`config.mk`:
```
export PLATFORM = sky130hd
export DESIGN_NAME = interval_timer
export DESIGN_NICKNAME = d
export VERILOG_FILES = /design/src/rtl/tl_timer_pkg.sv /design/src/rtl/interval_timer_tick_prescaler.sv /design/src/rtl/interval_timer.sv
export SDC_FILE = /design/constraint.sdc
export NUM_CORES = 1
export LEC_CHECK = 0
export CAP_MARGIN = 20
export CELL_PAD_IN_SITES_DETAIL_PLACEMENT = 0
export CELL_PAD_IN_SITES_GLOBAL_PLACEMENT = 1
export CORE_ASPECT_RATIO = 1.4
export CORE_MARGIN = 8
export CORE_UTILIZATION = 50
export CTS_CLUSTER_DIAMETER = 40
export CTS_CLUSTER_SIZE = 25
export DETAILED_ROUTE_END_ITERATION = 7
export HOLD_SLACK_MARGIN = 0.1
export PLACE_DENSITY = 0.8
export SETUP_SLACK_MARGIN = 0.15
export SKIP_LAST_GASP = 1
export SLEW_MARGIN = 20
export SYNTH_ARGS = -nofsm -noshare
export SYNTH_HDL_FRONTEND = slang
export SYNTH_SLANG_ARGS = --single-unit
```
`constraint.sdc`:
```
create_clock -name clk -period 3.6 [get_ports clk]
set_input_delay 0.72 -clock clk [delete_from_list [all_inputs] [get_ports clk]]
set_output_delay 0.72 -clock clk [all_outputs]
set_load 0.02 [all_outputs]
```
`src/rtl/tl_timer_pkg.sv`:
```
// Shared definitions for the interval timer and the light-sequencing controller:
// interval codes, parameter-select codes, default durations, counter widths.
package tl_timer_pkg;

  localparam int unsigned CNT_W   = 5;
  localparam int unsigned PARAM_W = 4;

  localparam int unsigned TBASE_DEF_S = 6;
  localparam int unsigned TEXT_DEF_S  = 3;
  localparam int unsigned TYEL_DEF_S  = 2;

  typedef enum logic [1:0] {
    TB   = 2'b00,
    TE   = 2'b01,
    TY   = 2'b10,
    TBX2 = 2'b11
  } interval_e;

  typedef enum logic [1:0] {
    SEL_BASE = 2'b00,
    SEL_EXT  = 2'b01,
    SEL_YEL  = 2'b10,
    SEL_RSVD = 2'b11
  } param_sel_e;

  typedef enum logic {
    ST_IDLE = 1'b0,
    ST_RUN  = 1'b1
  } timer_state_e;

  // A programmed value of zero means "restore the default".
  function automatic logic [PARAM_W-1:0] resolve_param(input logic [PARAM_W-1:0] value,
                                                       input logic [PARAM_W-1:0] dflt);
    return (value == '0) ? dflt : value;
  endfunction

  // Duration in seconds for an interval code; 2*tBASE fits in CNT_W bits.
  function automatic logic [CNT_W-1:0] lookup_duration(input logic [1:0]         code,
                                                       input logic [PARAM_W-1:0] tb,
                                                       input logic [PARAM_W-1:0] te,
                                                       input logic [PARAM_W-1:0] ty);
    logic [CNT_W-1:0] dur;
    case (code)
      TB:      dur = {1'b0, tb};
      TE:      dur = {1'b0, te};
      TY:      dur = {1'b0, ty};
      default: dur = {tb, 1'b0};
    endcase
    return dur;
  endfunction

endpackage

```
`src/rtl/interval_timer_tick_prescaler.sv`:
```
// Free-running divide-by-DIV counter producing a one-cycle tick each DIV cycles.
// A synchronous clear realigns the phase so a fresh interval starts a full period.
module tick_prescaler #(
  parameter int unsigned DIV = 4
) (
  input  logic i_clk,
  input  logic i_rst_n,
  input  logic i_clear,
  output logic o_tick
);

  localparam int unsigned   CW   = (DIV > 1) ? $clog2(DIV) : 1;
  localparam logic [CW-1:0] LAST = CW'(DIV - 1);

  logic [CW-1:0] r_count;

  assign o_tick = (r_count == LAST);

  // Divisor counter: wraps on tick, returns to zero on clear.
  always_ff @(posedge i_clk or negedge i_rst_n) begin
    if (!i_rst_n) begin
      r_count <= '0;
    end else if (i_clear || o_tick) begin
      r_count <= '0;
    end else begin
      r_count <= r_count + 1'b1;
    end
  end

endmodule

```
`src/rtl/interval_timer.sv`:
```
// Interval timer: times the selected duration in 1 s ticks after start_timer
// and returns a one-cycle expired pulse. Holds programmable tBASE/tEXT/tYEL.
// Build option: TIMER_FAST_SIM_EN forces the tick divisor to 4 for simulation.
module interval_timer
  import tl_timer_pkg::*;
#(
  parameter int unsigned TICK_DIV  = 100_000_000,
  parameter int unsigned TBASE_DEF = TBASE_DEF_S,
  parameter int unsigned TEXT_DEF  = TEXT_DEF_S,
  parameter int unsigned TYEL_DEF  = TYEL_DEF_S
) (
  input  logic                clk,
  input  logic                Reset_N,
  input  logic                start_timer,
  input  logic [1:0]          interval,
  input  logic                Prog_Sync,
  input  logic [1:0]          Time_Param_Sel,
  input  logic [PARAM_W-1:0]  Time_Value,
  output logic                expired
);

`ifdef TIMER_FAST_SIM_EN
  localparam int unsigned DIV_EFF = 4;
`else
  localparam int unsigned DIV_EFF = TICK_DIV;
`endif

  localparam logic [PARAM_W-1:0] TBASE_D = PARAM_W'(TBASE_DEF);
  localparam logic [PARAM_W-1:0] TEXT_D  = PARAM_W'(TEXT_DEF);
  localparam logic [PARAM_W-1:0] TYEL_D  = PARAM_W'(TYEL_DEF);

  timer_state_e       r_state;
  timer_state_e       w_state_nxt;
  logic [CNT_W-1:0]   r_remaining;
  logic [CNT_W-1:0]   w_remaining_nxt;
  logic               r_expired;
  logic               w_expired_nxt;
  logic [PARAM_W-1:0] r_tbase, r_text, r_tyel;
  logic [PARAM_W-1:0] w_tbase, w_text, w_tyel;
  logic [CNT_W-1:0]   w_duration;
  logic               w_tick;

  tick_prescaler #(
    .DIV (DIV_EFF)
  ) u_prescaler (
    .i_clk   (clk),
    .i_rst_n (Reset_N),
    .i_clear (start_timer),
    .o_tick  (w_tick)
  );

  // Parameter values as seen this cycle, with a same-cycle write forwarded.
  always_comb begin
    w_tbase = r_tbase;
    w_text  = r_text;
    w_tyel  = r_tyel;
    if (Prog_Sync) begin
      case (Time_Param_Sel)
        SEL_BASE: w_tbase = resolve_param(Time_Value, TBASE_D);
        SEL_EXT:  w_text  = resolve_param(Time_Value, TEXT_D);
        SEL_YEL:  w_tyel  = resolve_param(Time_Value, TYEL_D);
        default:  ;
      endcase
    end
  end

  assign w_duration = lookup_duration(interval, w_tbase, w_text, w_tyel);

  // Parameter registers: the forwarded view already contains any write.
  always_ff @(posedge clk or negedge Reset_N) begin
    if (!Reset_N) begin
      r_tbase <= TBASE_D;
      r_text  <= TEXT_D;
      r_tyel  <= TYEL_D;
    end else begin
      r_tbase <= w_tbase;
      r_text  <= w_text;
      r_tyel  <= w_tyel;
    end
  end

  // Next state: a start always reloads and suppresses a coincident expiry.
  always_comb begin
    w_state_nxt     = r_state;
    w_remaining_nxt = r_remaining;
    w_expired_nxt   = 1'b0;
    if (start_timer) begin
      w_state_nxt     = ST_RUN;
      w_remaining_nxt = w_duration;
    end else begin
      case (r_state)
        ST_RUN: begin
          if (w_tick) begin
            if (r_remaining == CNT_W'(1)) begin
              w_state_nxt     = ST_IDLE;
              w_remaining_nxt = '0;
              w_expired_nxt   = 1'b1;
            end else begin
              w_remaining_nxt = r_remaining - 1'b1;
            end
          end
        end
        default: ;
      endcase
    end
  end

  // State, countdown and registered expiry pulse.
  always_ff @(posedge clk or negedge Reset_N) begin
    if (!Reset_N) begin
      r_state     <= ST_IDLE;
      r_remaining <= '0;
      r_expired   <= 1'b0;
    end else begin
      r_state     <= w_state_nxt;
      r_remaining <= w_remaining_nxt;
      r_expired   <= w_expired_nxt;
    end
  end

  assign expired = r_expired;

endmodule
```
==> flow_metrics.py, run 1 <==
metrics = {
    "synth": {
        "yosys_warnings": 0,
        "ys_types": 46,
        "yosysTopAreaCell": "dfrtp_1",
        "netlist.area_leader.share": 0.415,
        "synth_common_cells": "41 x dfrtp_1, 38 x nor2_1, 19 x nand2_1",
        "synthTopCellsByArea": "dfrtp_1 42%, nor2_1 5.8%, dfstp_2 5.3%",
        "synth-seq-cells": 46,
        "synth_enable_flop_cells": 0,
        "yosysSeqAreaShare": 0.469,
        "syn-num-nets": 272,
        "synthArstFlopShare": 1.00,
        "yosys_most_used_dff": "dfrtp_1",
        "avgSynthCellArea_um2": 9.61,
        "yosysMostFrequentCell": "dfrtp_1",
        "synth_area_um2": 2470,
        "synth_cells": 257,
    },
    "routing": {
        "first_pass_iters": 4,
        "routed_wirelength_mm": 5.01,
        "detail_route.wl_per_cell_um": 15.0,
        "num_vias": 1841,
        "drt-initial-drc-count": 129,
        "via_per_inst": 5.50,
        "drc": 0,
        "drtAntennaViolNets": 0,
    },
    "floorplanning": {
        "fp.dieW_um": 75.4,
        "initial_core_util": 0.514,
        "pin_count": 13,
        "die-area_um2": 7480,
        "die_y_um": 99.2,
        "core_um2": 4800,
        "rows": 30,
    },
    "finish": {
        "fin_nets": 285,
        "nFillCells": 463,
        "area_delta_synth_final_pct": 12.6,
        "insertedDiodeCount": 0,
        "final_cell_count_no_fill": 335,
        "multi_input_area_um2": 1230,
        "drive_gt1_frac": 0.118,
        "regArea_um2": 1160,
    },
    "sta": {
        "min_period_ns": 2.48,
        "finalMaxSlewViolations": 0,
        "worst_pin_slew_ns": 0.589,
        "setup_viol": 0,
        "finalHoldViolCount": 0,
        "worst_clock_skew_ns": 0.00283,
        "tns_ns": 0,
        "clock.fmax_mhz": 403,
        "fin_crit_sh": 0.690,
        "rsz0062_at_grt": "no",
        "slew_headroom": 0.607,
    },
    "critical_path": {
        "worstPathArrival_ns": 2.65,
        "slowest_stage": "or4b_2",
        "path_cells": "clkdlybuf4s50_1 -> or4b_2 -> o22ai_1 -> o2bb2ai_1 -> a2111oi_0 -> a21oi_1",
        "cpPeakStageDelay_ns": 0.69,
        "worstPathMaxFanout": 7,
        "worstSetupPathType": "input pin to register",
        "endpoint_kind": "register",
        "required_ns": 3.77,
        "start_kind": "input pin",
        "r2r_slack_ns": 1.37,
    },
    "status": {
        "status": "finished, final reports clean",
    },
    "placement": {
        "place_congestion": 0.837,
        "port_buffers": 12,
        "dp_hpwl_mm": 3.68,
        "dp_cells": 327,
    },
    "global_route": {
        "grt_use_total": 0.146,
        "grt_use_met1": 0.173,
        "grt.busiest_layer": "met2",
        "grtUsageMet2": 0.256,
        "grt_pass1_vias": 1858,
        "antenna_found_initial": 0,
        "grt_pass1_wl_mm": 8.52,
        "grt_overflow_total": 0,
        "grt_max_degree": 47,
        "grt_use_met3": 0.0292,
    },
    "clocking": {
        "clkTransAtPathRegs_ns": 0.09,
        "ctsResizeCount": 0,
        "cts_tree": "done",
        "htree_num_levels": 2,
        "post_cts_buffers": 0,
        "clockBufferDepth": 2,
        "root_buffer": "clkbuf_8",
        "cts_sinks": 46,
        "cts_made_buffers": 5,
        "postCtsHoldBufs": 0,
        "clock_latency_ns": 0.29,
    },
    "power_and_ir_drop": {
        "p_int_mw": 0.918,
        "power_frac_comb": 0.117,
        "ir_worst_vdd_uv": 237,
        "p_sw_mw": 0.277,
        "p_leak_nw": 1.11,
        "powerDensity_nw_per_um2": 430,
        "seqPwrFrac": 0.485,
        "switching_share": 0.232,
        "clkPwrFrac": 0.398,
    },
    "hold_path": {
        "hold_class": "input pin to async pin",
    },
    "run": {
        "maxCapViolations": 0,
    },
}
==> power by group through the flow <==
| stage | sequential, mW | combinational [mW] | clock, mW |
|---|---|---|---|
| after global placement | 0.589 | 0.141 | 0 |
| final | 0.579 | 0.140 | 0.476 |
| after floorplan | 0.583 | 0.0936 | 0 |
| after CTS | 0.579 | 0.142 | 0.484 |
| after global routing | 0.583 | 0.159 | 0.509 |
| after detailed placement | 0.589 | 0.142 | 0 |
==> worst max-delay path, delay by kind of cell <==
kind	cells	cell delay, ns
compound gates	4	0.75
simple gates	1	0.69
buf+inv	1	0.48
==> sequential cells by signal (all words and copies together) (netlist names) <==
register and flops:
expired 1, r_remaining 5, r_state 1, r_tbase 4
r_text 4, r_tyel 4, u_prescaler.r_count 27
==> cells in the final DEF (no fill, tap or decap), types with 3 or more instances in the layout <==
| master | Yosys | routed |
|---|---|---|
| nor2_1 | 38 | 38 |
| nor3b_1 | 4 | 4 |
| nand2_1 | 19 | 19 |
| dfstp_2 | 5 | 5 |
| nor3_1 | 9 | 9 |
| nor3_2 | 5 | 5 |
| mux2i_1 | 4 | 4 |
| and4_1 | 3 | 3 |
| or3_1 | 3 | 3 |
| nand2b_1 | 3 | 3 |
| o22ai_1 | 4 | 4 |
| clkbuf_8 | 0 | 6 |
| clkdlybuf4s50_1 | 0 | 11 |
| nand3_1 | 12 | 12 |
| mux2_2 | 8 | 8 |
| ha_1 | 3 | 3 |
| xnor2_1 | 12 | 12 |
| nor2b_1 | 3 | 3 |
| a31oi_1 | 3 | 3 |
| nor4b_1 | 3 | 3 |
| o21ai_0 | 6 | 6 |
| nand4_1 | 8 | 8 |
| dfrtp_1 | 41 | 41 |
| xor2_1 | 10 | 10 |
| a21oi_1 | 5 | 5 |
| inv_1 | 13 | 13 |
==> area by class of cell <==
type                    count  area share
clock buffers               6      0.0297
clock inverters             2      0.0216
inverters                  13      0.0175
multi-input cells         191       0.441
flip-flops and latches     46       0.416
well taps                  64      0.0288
repair buffers             13      0.0450
==> layer usage <==
metal	share of wire	routed length, µm
met5	0	0
met2	0.53	2660
met3	0.019	94
met4	0.013	65
met1	0.44	2200
==> through the flow <==
stage	hold WS, ns	utilization	area (µm²)	setup slack (ns)	total power, mW
2_1_floorplan	0.424	-	2470	1.45	0.677
3_3_place_gp	0.461	0.549	2640	0.787	0.731
3_5_place_dp	0.471	0.549	2640	0.797	0.731
4_1_cts	0.483	0.578	2780	1.13	1.21
5_1_grt	0.465	0.579	2780	1.01	1.25
6_report	0.417	0.579	2780	1.12	1.20
==> cells by family (layout without fill, tap and decap cells) <==
logic type,count (synthesis),in the layout,synth area share
xor gates and xnor gates,22,22,0.0780
and+or+nand+nor,126,126,0.276
muxes,12,12,0.0527
DFF,46,46,0.469
AOI/OAI and AO/OA,28,28,0.0755
buffers and inverters,20,34,0.0344
adders and majority gates,3,3,0.0152
==> final timing paths <==
path                                        startpoint                      end  cells after the start
min in group clk                u_prescaler.r_count[0]   u_prescaler.r_count[0]                      1
worst min-delay path                           Reset_N   u_prescaler.r_count[9]                      1
worst max-delay path                 Time_Param_Sel[0]           r_remaining[1]                      6
worst min register to register  u_prescaler.r_count[0]   u_prescaler.r_count[0]                      1
max in group asynchronous                      Reset_N           r_remaining[4]                      1
worst max register to register  u_prescaler.r_count[0]  u_prescaler.r_count[26]                      6
Note: power is estimated with default switching activity, not from simulation.
==> run 2, diff against run 1 <==
--- a/config.mk
+++ b/config.mk
@@ -10,12 +10,12 @@
 export CELL_PAD_IN_SITES_GLOBAL_PLACEMENT = 1
 export CORE_ASPECT_RATIO = 1.4
 export CORE_MARGIN = 8
-export CORE_UTILIZATION = 50
+export CORE_UTILIZATION = 46
 export CTS_CLUSTER_DIAMETER = 40
 export CTS_CLUSTER_SIZE = 25
 export DETAILED_ROUTE_END_ITERATION = 7
 export HOLD_SLACK_MARGIN = 0.1
-export PLACE_DENSITY = 0.8
+export PLACE_DENSITY = 0.74
 export SETUP_SLACK_MARGIN = 0.15
 export SKIP_LAST_GASP = 1
 export SLEW_MARGIN = 20
==> constraint.sdc (replaced) <==
create_clock -name clk -period 2.32 [get_ports clk]
set_input_delay 0.464 -clock clk [delete_from_list [all_inputs] [get_ports clk]]
set_output_delay 0.464 -clock clk [all_outputs]
set_load 0.02 [all_outputs]
==> run 2 against run 1 <==
Effect of this change:
- global-route usage is 0.11 points lower
- final area is 5.0% higher
- register-to-register slack worse by 1.0 ns
- via count is 5.6% higher
- power is 48% higher
- die area is 7.0% higher
- cell count is 6.3% higher
- wire length is 5.4% higher
- largest cell class unchanged
- sequential share of layout area is 2.0 points lower
- sequential cell count stayed put
==> flow_metrics.py, run 2 (synthesis results as in run 1) <==
metrics = {
    "critical_path": {
        "required_ns": 2.50,
        "reg2regPathDepth": 4,
        "r2r_slack_ns": 0.33,
        "crit_buf_inv": 2,
        "start_kind": "input pin",
        "worstPathArrival_ns": 2.27,
        "cpPeakStageDelay_ns": 0.61,
        "path_cells": "clkdlybuf4s50_1 -> or4b_2 -> o22ai_2 -> inv_1 -> a222oi_1 -> a31oi_1",
        "endpoint_kind": "register",
        "worstSetupPathType": "input pin to register",
        "cp_top_family": "compound AO/OA/AOI/OAI gates",
        "reg2reg_from": "u_prescaler.r_count[2]",
        "worstPathMaxFanout": 3,
        "reg2reg_to": "u_prescaler.r_count[13]",
        "critPathLaunch": "Prog_Sync",
        "slowest_stage": "or4b_2",
    },
    "floorplanning": {
        "core_um2": 5200,
        "initial_core_util": 0.475,
        "rows": 31,
        "fp.dieW_um": 77.9,
        "die-area_um2": 8000,
        "pin_count": 13,
        "die_y_um": 103,
    },
    "placement": {
        "port_buffers": 12,
        "dp_hpwl_mm": 3.81,
        "place_congestion": 0.794,
        "pre_cts_slack_ns": -0.211,
    },
    "status": {
        "status": "finished, final reports clean",
    },
    "routing": {
        "detail_route.wl_per_cell_um": 14.8,
        "num_vias": 1944,
        "drt-initial-drc-count": 91,
        "via_per_inst": 5.46,
        "routed_wirelength_mm": 5.28,
        "drtAntennaViolNets": 0,
        "drc": 0,
        "first_pass_iters": 4,
    },
    "finish": {
        "largest_register": "u_prescaler.r_count",
        "fin_nets": 304,
        "nFillCells": 505,
        "area_delta_synth_final_pct": 18.3,
        "insertedDiodeCount": 0,
        "utilization": 0.562,
        "top_regs": "u_prescaler.r_count (27), r_remaining (5)",
        "largest_register_ffs": 27,
        "final_common_cell": "dfrtp_1",
        "final_cell_mix": "41 x dfrtp_1, 38 x nor2_1, 19 x nand2_1, 19 x buf_4, 13 x inv_1",
        "drive_gt1_frac": 0.179,
    },
    "power_and_ir_drop": {
        "p_sw_mw": 0.453,
        "power_frac_comb": 0.145,
        "ir_worst_vdd_uv": 353,
        "switching_share": 0.256,
        "powerDensity_nw_per_um2": 605,
        "seqPwrFrac": 0.510,
        "p_leak_nw": 1.20,
        "p_int_mw": 1.31,
        "clkPwrFrac": 0.345,
        "power_mw": 1.77,
    },
    "run": {
        "maxCapViolations": 0,
    },
    "sta": {
        "fin_crit_sh": 0.902,
        "worst_clock_skew_ns": 0.00699,
        "holdWs_ns": 0.232,
        "slew_headroom": 0.607,
        "setup_viol": 0,
        "clock.fmax_mhz": 478,
        "setup_ws_ns": 0.227,
        "worst_pin_slew_ns": 0.589,
        "rsz0062_at_grt": "no",
        "finalHoldViolCount": 0,
        "min_period_ns": 2.09,
        "finalMaxSlewViolations": 0,
    },
    "clocking": {
        "clkTransAtPathRegs_ns": 0.09,
        "postCtsHoldBufs": 0,
        "cts_made_buffers": 5,
        "cts_tree": "done",
        "cts_sinks": 46,
        "root_buffer": "clkbuf_8",
        "htree_num_levels": 2,
        "clock_latency_ns": 0.30,
        "post_cts_buffers": 0,
        "clockBufferDepth": 2,
    },
    "global_route": {
        "grt_pass1_vias": 1983,
        "grt_overflow_total": 0,
        "grt_use_total": 0.145,
        "grt_pass1_wl_mm": 9.36,
        "antenna_found_initial": 0,
        "grt_max_degree": 47,
    },
    "hold_path": {
        "hold_class": "input pin to async pin",
    },
}
==> run 2: power by group through the flow <==
stage | sequential (mW) | clock, mW | combinational (mW)
2_1_floorplan | 0.905 | 0 | 0.145
3_3_place_gp | 0.915 | 0 | 0.252
3_5_place_dp | 0.916 | 0 | 0.254
4_1_cts | 0.902 | 0.620 | 0.257
5_1_grt | 0.908 | 0.649 | 0.289
6_report | 0.901 | 0.609 | 0.256
==> run 2: worst max-delay path by stage <==
stage	end	slack (ns)	cells after the start
after global routing	r_remaining[2]	0.16	6
after global placement	r_remaining[2]	-0.17	6
after CTS	r_remaining[2]	0.18	6
final	r_remaining[2]	0.23	6
after detailed placement	r_remaining[1]	-0.21	6
after floorplan	r_remaining[2]	0.43	5
==> run 2: per-layer routing <==
metal  vias up  global-route usage  share of wire
met3        10              0.0288          0.023
met5         -                   0              0
li1        964                   -              -
met2        29               0.259           0.51
met4         0              0.0587          0.022
met1       941               0.167           0.45
==> run 2: timing repair <==
item,CTS,global route
gates cloned,0,0
gates resized for setup,2,3
hold endpoints to repair,0,0
setup endpoints to repair,2,2
pin swaps,0,2
==> run 2: layout make-up <==
cell class | instances | area, µm² | share of cell area
Timing Repair Buffer | 32 | 283 | 0.0968
Inverter | 13 | 48.8 | 0.0167
Multi-Input combinational cell | 191 | 1240 | 0.424
Clock inverter | 2 | 37.5 | 0.0128
Tap cell | 66 | 82.6 | 0.0283
Clock buffer | 6 | 72.6 | 0.0248
Sequential cell | 46 | 1160 | 0.396
==> run 2: stage by stage <==
step / setup TNS (ns) / cells / cell area (µm²)
2_1_floorplan: 0 / 257 / 2470
3_3_place_gp: -0.440 / 348 / 2790
3_5_place_dp: -0.483 / 348 / 2790
4_1_cts: 0 / 356 / 2910
5_1_grt: 0 / 356 / 2920
6_report: 0 / 356 / 2920
